===== src/rtl/sisc_pkg.sv =====
// Shared encodings for the SISC multi-cycle controller: opcodes, FSM states,
// addressing-mode default and datapath mux selects.
package sisc_pkg;

  localparam logic [3:0] OP_NOOP = 4'h0;
  localparam logic [3:0] OP_LOD  = 4'h1;
  localparam logic [3:0] OP_STR  = 4'h2;
  localparam logic [3:0] OP_SWP  = 4'h3;
  localparam logic [3:0] OP_BRA  = 4'h4;
  localparam logic [3:0] OP_BRR  = 4'h5;
  localparam logic [3:0] OP_BNE  = 4'h6;
  localparam logic [3:0] OP_BNR  = 4'h7;
  localparam logic [3:0] OP_ALU  = 4'h8;
  localparam logic [3:0] OP_HLT  = 4'hF;

  localparam int AM_IMM_DEF = 8;

  localparam logic [1:0] ALU_REG  = 2'b00;
  localparam logic [1:0] ALU_IMM  = 2'b01;
  localparam logic [1:0] ALU_PASS = 2'b10;

  localparam logic [1:0] WB_ALU  = 2'b00;
  localparam logic [1:0] WB_MEM  = 2'b01;
  localparam logic [1:0] WB_SWP0 = 2'b10;
  localparam logic [1:0] WB_SWP1 = 2'b11;

  typedef enum logic [2:0] {
    S_START, S_FETCH, S_DECODE, S_EXECUTE, S_MEM, S_WB, S_HALT
  } state_t;

endpackage


===== src/rtl/ctrl_wait_timer.sv =====
// Counts consecutive wait cycles; expire fires combinationally on the
// TIMEOUT-th wait cycle. TIMEOUT=0 never expires.
module ctrl_wait_timer #(
  parameter int TIMEOUT = 15
) (
  input  logic clk,
  input  logic rst_f,
  input  logic clr,
  input  logic wait_cyc,
  output logic expire
);

  localparam int CW = (TIMEOUT > 1) ? $clog2(TIMEOUT + 1) : 1;

  logic [CW-1:0] cnt;

  always_ff @(posedge clk or negedge rst_f) begin
    if (!rst_f)        cnt <= '0;
    else if (clr)      cnt <= '0;
    else if (wait_cyc) cnt <= cnt + CW'(1);
  end

  assign expire = (TIMEOUT != 0) && wait_cyc && (cnt == CW'(TIMEOUT - 1));

endmodule


===== src/rtl/sisc_ctrl_mc.sv =====
// Multi-cycle SISC controller with im/dm handshakes, bounded waits and HALT/resume.
// Outputs decode combinationally from state; waits stretch FETCH/MEM until ack or timeout.
module sisc_ctrl_mc
  import sisc_pkg::*;
#(
  parameter int OP_W    = 4,
  parameter int MM_W    = 4,
  parameter int AM_IMM  = AM_IMM_DEF,
  parameter int TIMEOUT = 15
) (
  input  logic            clk,
  input  logic            rst_f,
  input  logic [OP_W-1:0] opcode,
  input  logic [MM_W-1:0] mm,
  input  logic [MM_W-1:0] stat,
  input  logic            im_ack,
  input  logic            dm_ack,
  input  logic            resume,
  output logic            im_req,
  output logic            dm_req,
  output logic            ir_load,
  output logic            pc_write,
  output logic            pc_sel,
  output logic            pc_rst,
  output logic            br_sel,
  output logic            rf_we,
  output logic            rb_sel,
  output logic            mm_sel,
  output logic            dm_we,
  output logic [1:0]      alu_op,
  output logic [1:0]      wb_sel,
  output logic            halted,
  output logic            fault
);

  state_t state, state_nxt;
  logic   phase, phase_nxt, fault_nxt;
  logic   wait_cyc, expire;

  logic is_lod, is_str, is_swp, is_alu, is_hlt, is_bra, is_brr, is_bne, is_bnr;
  logic imm_mode, any_hit, taken;

  assign is_lod = (opcode == OP_W'(OP_LOD));
  assign is_str = (opcode == OP_W'(OP_STR));
  assign is_swp = (opcode == OP_W'(OP_SWP));
  assign is_alu = (opcode == OP_W'(OP_ALU));
  assign is_hlt = (opcode == OP_W'(OP_HLT));
  assign is_bra = (opcode == OP_W'(OP_BRA));
  assign is_brr = (opcode == OP_W'(OP_BRR));
  assign is_bne = (opcode == OP_W'(OP_BNE));
  assign is_bnr = (opcode == OP_W'(OP_BNR));

  assign imm_mode = (mm == MM_W'(AM_IMM));
  assign any_hit  = |(mm & stat);
  assign taken    = ((is_bra || is_brr) && any_hit) || ((is_bne || is_bnr) && !any_hit);

  assign wait_cyc = ((state == S_FETCH) && !im_ack) || ((state == S_MEM) && !dm_ack);

  ctrl_wait_timer #(.TIMEOUT(TIMEOUT)) u_timer (
    .clk      (clk),
    .rst_f    (rst_f),
    .clr      (state_nxt != state),
    .wait_cyc (wait_cyc),
    .expire   (expire)
  );

  always_ff @(posedge clk or negedge rst_f) begin
    if (!rst_f) begin
      state <= S_START;
      phase <= 1'b0;
      fault <= 1'b0;
    end else begin
      state <= state_nxt;
      phase <= phase_nxt;
      fault <= fault_nxt;
    end
  end

  always_comb begin
    state_nxt = state;
    phase_nxt = 1'b0;
    fault_nxt = fault;
    im_req    = 1'b0;
    dm_req    = 1'b0;
    ir_load   = 1'b0;
    pc_write  = 1'b0;
    pc_sel    = 1'b0;
    pc_rst    = 1'b0;
    br_sel    = 1'b0;
    rf_we     = 1'b0;
    rb_sel    = 1'b0;
    mm_sel    = 1'b0;
    dm_we     = 1'b0;
    alu_op    = ALU_PASS;
    wb_sel    = WB_ALU;
    halted    = 1'b0;
    unique case (state)
      S_START: begin
        pc_rst    = 1'b1;
        state_nxt = S_FETCH;
      end
      S_FETCH: begin
        im_req = 1'b1;
        if (im_ack) begin
          ir_load   = 1'b1;
          pc_write  = 1'b1;
          state_nxt = S_DECODE;
        end else if (expire) begin
          state_nxt = S_HALT;
          fault_nxt = 1'b1;
        end
      end
      S_DECODE: begin
        pc_sel   = 1'b1;
        br_sel   = is_bra || is_bne;
        pc_write = taken;
        if (is_hlt)                                     state_nxt = S_HALT;
        else if (is_lod || is_str || is_swp || is_alu)  state_nxt = S_EXECUTE;
        else                                            state_nxt = S_FETCH;
      end
      S_EXECUTE: begin
        if (is_alu) alu_op = imm_mode ? ALU_IMM : ALU_REG;
        if (is_lod || is_str)      state_nxt = S_MEM;
        else if (is_alu || is_swp) state_nxt = S_WB;
        else                       state_nxt = S_FETCH;
      end
      S_MEM: begin
        dm_req = 1'b1;
        rb_sel = 1'b1;
        mm_sel = imm_mode;
        dm_we  = is_str;
        if (dm_ack) begin
          rf_we     = is_lod;
          wb_sel    = is_lod ? WB_MEM : WB_ALU;
          state_nxt = S_FETCH;
        end else if (expire) begin
          state_nxt = S_HALT;
          fault_nxt = 1'b1;
        end
      end
      S_WB: begin
        rf_we = 1'b1;
        // SWP writes both registers over two cycles, steered by the phase bit
        if (is_swp) begin
          wb_sel    = phase ? WB_SWP1 : WB_SWP0;
          phase_nxt = ~phase;
          state_nxt = phase ? S_FETCH : S_WB;
        end else begin
          alu_op    = imm_mode ? ALU_IMM : ALU_REG;
          state_nxt = S_FETCH;
        end
      end
      S_HALT: begin
        halted = 1'b1;
        if (resume) state_nxt = S_FETCH;
      end
      default: state_nxt = S_START;
    endcase
  end

endmodule


===== config.mk =====
export PLATFORM = sky130hd
export DESIGN_NAME = sisc_ctrl_mc
export DESIGN_NICKNAME = d
export VERILOG_FILES = /design/src/rtl/sisc_pkg.sv /design/src/rtl/ctrl_wait_timer.sv /design/src/rtl/sisc_ctrl_mc.sv
export SDC_FILE = /design/constraint.sdc
export NUM_CORES = 1
export LEC_CHECK = 0
export BUFFER_PORTS_ARGS = -buffer_cell sky130_fd_sc_hd__buf_4
export CAP_MARGIN = 10
export CORE_UTILIZATION = 52
export CTS_CLUSTER_DIAMETER = 150
export DETAILED_ROUTE_END_ITERATION = 7
export PLACE_DENSITY = 0.89
export SLEW_MARGIN = 30
export SYNTH_ARGS = -nofsm -noshare
export SYNTH_HDL_FRONTEND = slang
export SYNTH_SLANG_ARGS = --single-unit

===== constraint.sdc =====
create_clock -name clk -period 2.8 [get_ports clk]
set_input_delay 0.56 -clock clk [delete_from_list [all_inputs] [get_ports clk]]
set_output_delay 0.56 -clock clk [all_outputs]
set_load 0.01 [all_outputs]

# Word-level counts from Yosys, hierarchy flattened

Index checks and enable logic that the tools add are counted.

Add/sub/neg operators: 1
Equality and inequality tests: 20
Multiplexer cells: 41
Bitwise operators: 2
Reduce and logical (&&, ||, !) cells: 22

Operators by type and width:

| operator            | count |
|---|---|
| $mux 3              | 9 |
| $pmux 3 s7          | 1 |
| $mux 1              | 20 |
| $eq 4x3->1 const B  | 4 |
| $eq 4x4->1 const B  | 4 |
| $eq 3x3->1 const B  | 3 |
| $logic_or 1x1->1    | 9 |
| $eq 4x2->1 const B  | 2 |
| $mux 2              | 4 |
| $mux 4              | 2 |
| $pmux 2 s2          | 2 |
| $eq 3x2->1 const B  | 2 |
| $pmux 1 s2          | 3 |
| $logic_and 1x1->1   | 5 |
| $add 4x1->4 const B | 1 |
| $and 4x4->4         | 1 |
| $eq 4x1->1 const B  | 1 |
| $ne 2x2->1 const B  | 2 |
| $reduce_bool 2->1   | 2 |
| $reduce_or 4->1     | 1 |
| $eq 3x1->1 const B  | 1 |
| $logic_not 1->1     | 3 |
| $logic_not 3->1     | 1 |
| $ne 3x3->1          | 1 |
| other kinds (2)     | 2 |

Flip-flop bits (word level): 9
Input bits: 17
Output and inout bits: 17
Logic and storage cells: 90

# Depth between registers and ports, before layout

Depth after elaboration: 9
Gate-level depth with buffers: 7
Mapped depth without buffers: 7

# Modules after synthesis

Synthesis repeated with hierarchy kept, for this count alone.

Cell total of the unflattened synthesis: 112
Area, all modules: 907.1 sq um

Modules (own cells, without submodules):

| module          | times used | cells an instance | area each (sq um) | sequential area each (sq um) |
|---|---|---|---|---|
| sisc_ctrl_mc    | 1          | 92                | 684.4             | 125.1 |
| ctrl_wait_timer | 1          | 20                | 222.7             | 100.1 |

# Worst setup path before layout

No wires, ideal clock.

Kind: input port to output port
Start point: input port opcode[0]
End point: output port alu_op[0]
Arrival: 1668 ps
Required time: 2240 ps
Slack: 572 ps
Stages on the path: 5
Buffers on the path: 1
Cells stage by stage: clkbuf_1 inv_1 or3_1 a21oi_1 nor2_1

Cells in the longest elaborated chain, start to end: 3
Elaborated cells on any way between the ends: 5
Those cells by class: 2 x eq/ne; 3 x mux

Ends and longest elaborated chain:

| item                                     | RTL line                                 | source |
|---|---|---|
| start: declaration                       | sisc_ctrl_mc.sv:13                       | `input logic [OP_W-1:0] opcode,` |
| $eq 4x2->1 or $eq 4x4->1 (tied branches) | sisc_ctrl_mc.sv:45, sisc_ctrl_mc.sv:46   |  |
| $mux 2, on equally long branches         | sisc_ctrl_mc.sv:144, sisc_ctrl_mc.sv:122 |  |
| $pmux 2 s2 *                             | sisc_ctrl_mc.sv:97                       | `unique case (state)` |
| end: declaration                         | sisc_ctrl_mc.sv:30                       | `output logic [1:0] alu_op,` |

Every way passes the cells marked *; elsewhere a longest branch is shown, timed or not.

# Final worst setup path

Start point: register state[2]
End point: output port rf_we

Cells in the longest elaborated chain, start to end: 2
Elaborated cells on any way between the ends: 3
Those cells by class: 2 x eq/ne; 1 x mux

Ends and longest elaborated chain:

| item                     | RTL line           | source |
|---|---|---|
| start: declaration       | sisc_ctrl_mc.sv:36 | `state_t state, state_nxt;` |
| start signal: assignment | sisc_ctrl_mc.sv:73 | `state <= state_nxt;` |
| $eq 3x3->1               | sisc_ctrl_mc.sv:97 |  |
| $pmux 1 s2 *             | sisc_ctrl_mc.sv:97 |  |
| end: declaration         | sisc_ctrl_mc.sv:26 | `output logic rf_we,` |

Marks and branches as above.

==> impl_results.md <==
- P&R area growth vs syn: 26.9%
- VDD IR-drop max: 0.463 mV
- Post-cts repair resize count: 0
- Antenna violations before repair: 0
- Critical path launch point type: register
- Clk root buf: clkbuf_4
- Vias in the first global route: 873
- Outcome: complete, but fails checks
- Die Y: 44.2 µm
- Routed vias: 966
- Rel. slew slack: 0.607
- Finish-stage setup viols: 0
- Port Buffers: 33
- Reg2reg setup slack: 0.67 ns
- Post-route non-filler standard cell count: 161
- FILL cells: 133
- Pre-antenna DRT Iters: 6
- Drc violations: 5
- Yosys top cell by area: dfrtp_1
- Dpl ws: 0.569 ns
- CTS tree: yes
- Area of the core: 1580 µm²
- Setup ws final: 0.322 ns
- Worst-skew pair later-pin latency: 0.25 ns
- Netlist Area Pre-Place: 927 µm²
- Max Clock Freq: 404 MHz
- First-pass GRT wire length: 3600 µm
- Clock Skew: 0.00120 ns
- Crit path DAT: 1.92 ns
- R2R depth: 5
- N_diodes: 0
- DRT antenna net count: 0
- Routed wire length: 2290 µm
- Post-route cell area: 1180 µm²
- Avg Cell Area, Syn: 7.86 µm²
- CP Class: register to output port
- Post-layout minimum cycle time: 2.48 ns
- Placed Instances: 157
- Starting DRC count in detailed routing: 33
- Largest net degree at the start of global routing: 20
- Share of cells above drive strength 1: 0.310
- Number of H-tree levels: 1
- Post-CTS Hold Fix Bufs: 0
- Post-CTS setup buffers: 0
- YS warnings: 0
- Required time of the critical path: 2.24 ns
- Global route overflow: 0
- Horiz. Die Dim: 44.2 µm
- Failing checks: design-rule violations
- Number of max-cap violations: 0
- Num CTS Buffers: 3
- Mapped Cells: 118
- Period utilization: 0.885
- Worst slew pin tran: 0.590 ns
- Final Hold Violating Endpoints: 0
- Worst setup EP type: output port
- EDFF count, synth: 0
- Final #Nets: 165
- All-Layer GR Usage: 0.246
- # IOs: 34
- # rows: 14
- Distinct cells, synth: 46
- Synth area leaders: dfrtp_1 (24%), nor2_1 (6.9%), xnor2_1 (3.8%)
- Power Density: 598 nW/µm²
- Initial Util: 0.588
- Reg-to-reg endpoint: u_timer.cnt[1]
- Main synth FF type: dfrtp_1
- Critical R2R Launch: state[0]
- RSZ-0062 raised after global routing: false
- Leak Pwr: 0.551 nW
- CTS Sinks: 9
- Maximum clock insertion buffer count: 2
- TNS Setup: 0 ns
- Syn Nets: 137
- Ys async rst share: 1.00
- Placement Cell Area: 1150 µm²
- Vias per inst: 6.00
- Worst Path Max Fanout: 16
- Number of synthesized register bits: 9
- Clock Pin Slew Worst Setup and Hold Paths: 0.05 ns
- Post-synth top area share: 0.243
- Die ar.: 1960 µm²
- Post-synthesis sequential area ratio: 0.243
- Wire per inst: 14.2 µm
- Max Slew Vio Count: 0
- Detail Placement HPWL: 1750 µm
- Hold Path Class: input port to async pin
- Gpl congestion: 0.844
[sequential cells by signal (all words and copies together) (netlist names)]
name / count
phase: 1
u_timer.cnt: 4
state: 3
fault: 1
[per-layer routing]
layer,up-vias,share of wire,global-route usage
li1,479,-,-
met1,448,0.41,0.274
met2,39,0.52,0.450
met3,0,0.064,0.0408
met4,0,0,0.115
met5,-,0,0
[placed cells by master, fill, tap and decap left out, drive strengths merged, types with 2 or more instances in the layout]
cell,instances
dfrtp,9
nand2b,3
or2,2
nor2b,2
mux2i,2
a221oi,3
buf,33
nor3b,3
xnor2,4
nor2,17
nand3b,3
nor3,5
nand2,8
nor4b,2
and3,2
a31oi,2
a21oi,3
nand3,3
xor2,2
clkbuf,4
o211ai,2
o21ai,6
inv,5
ha,2
[power breakdown]
| part | internal [mW] | switching, mW | leakage [nW] |
|---|---|---|---|
| Sequential | 0.152 | 0.0849 | 0.121 |
| Clock | 0.0543 | 0.0361 | 0.0150 |
| Combinational | 0.198 | 0.178 | 0.415 |
| Total | 0.404 | 0.299 | 0.551 |
[worst max path at each step]
stage               startpoint        end  slack [ns]
global placement         mm[0]     mm_sel        0.57
finish                state[2]      rf_we        0.32
detailed placement       mm[0]     mm_sel        0.57
floorplan            opcode[0]  alu_op[0]        0.57
global route          state[0]  alu_op[0]        0.18
CTS                   state[2]      rf_we        0.33
[cell usage after synthesis (2+ instances only)]
library cell,number
nor2_1,17
dfrtp_1,9
nand2_1,8
o21ai_0,6
inv_1,5
nor3_1,5
clkbuf_1,4
xnor2_1,4
a21oi_1,3
buf_2,3
nand2b_1,3
nand3_1,3
nand3b_1,3
nor3b_1,3
a221oi_1,2
a31oi_1,2
and3_1,2
buf_1,2
ha_1,2
mux2i_1,2
nor2b_1,2
o211ai_1,2
or2_2,2
xor2_1,2
[critical path, cell delays in order, from the launching register on]
cell	delay (ns)
dfrtp_1	0.65
nor3b_1	0.47
nand2_1	0.13
nor3_1	0.17
or2_2	0.15
buf_4	0.11
[logic make-up after synthesis]
kind of cell | Yosys count | share of synthesized area
flip-flops | 9 | 0.243
adder cells (fa/ha/maj) | 2 | 0.0270
XOR/XNOR | 6 | 0.0567
buffers and inverters | 15 | 0.0688
AO/OA/AOI/OAI | 26 | 0.212
multiplexers | 2 | 0.0216
AND/OR/NAND/NOR | 58 | 0.371
[cell type report]
| type | count | area [µm²] | share of cell area |
|---|---|---|---|
| Inverter | 5 | 18.8 | 0.0160 |
| Sequential cell | 9 | 225 | 0.191 |
| Clock buffer | 4 | 26.3 | 0.0223 |
| Multi-Input combinational cell | 94 | 638 | 0.543 |
| Tap cell | 16 | 20.0 | 0.0170 |
| Timing Repair Buffer | 33 | 248 | 0.211 |
[stage by stage]
step	utilization	hold slack, ns	total power, mW
floorplan	-	0.264	0.488
global placement	0.729	0.384	0.598
detailed placement	0.729	0.386	0.609
CTS	0.746	0.115	0.707
global route	0.746	0.116	0.755
finish	0.746	0.123	0.703
Power figures use the tool's default switching activity.
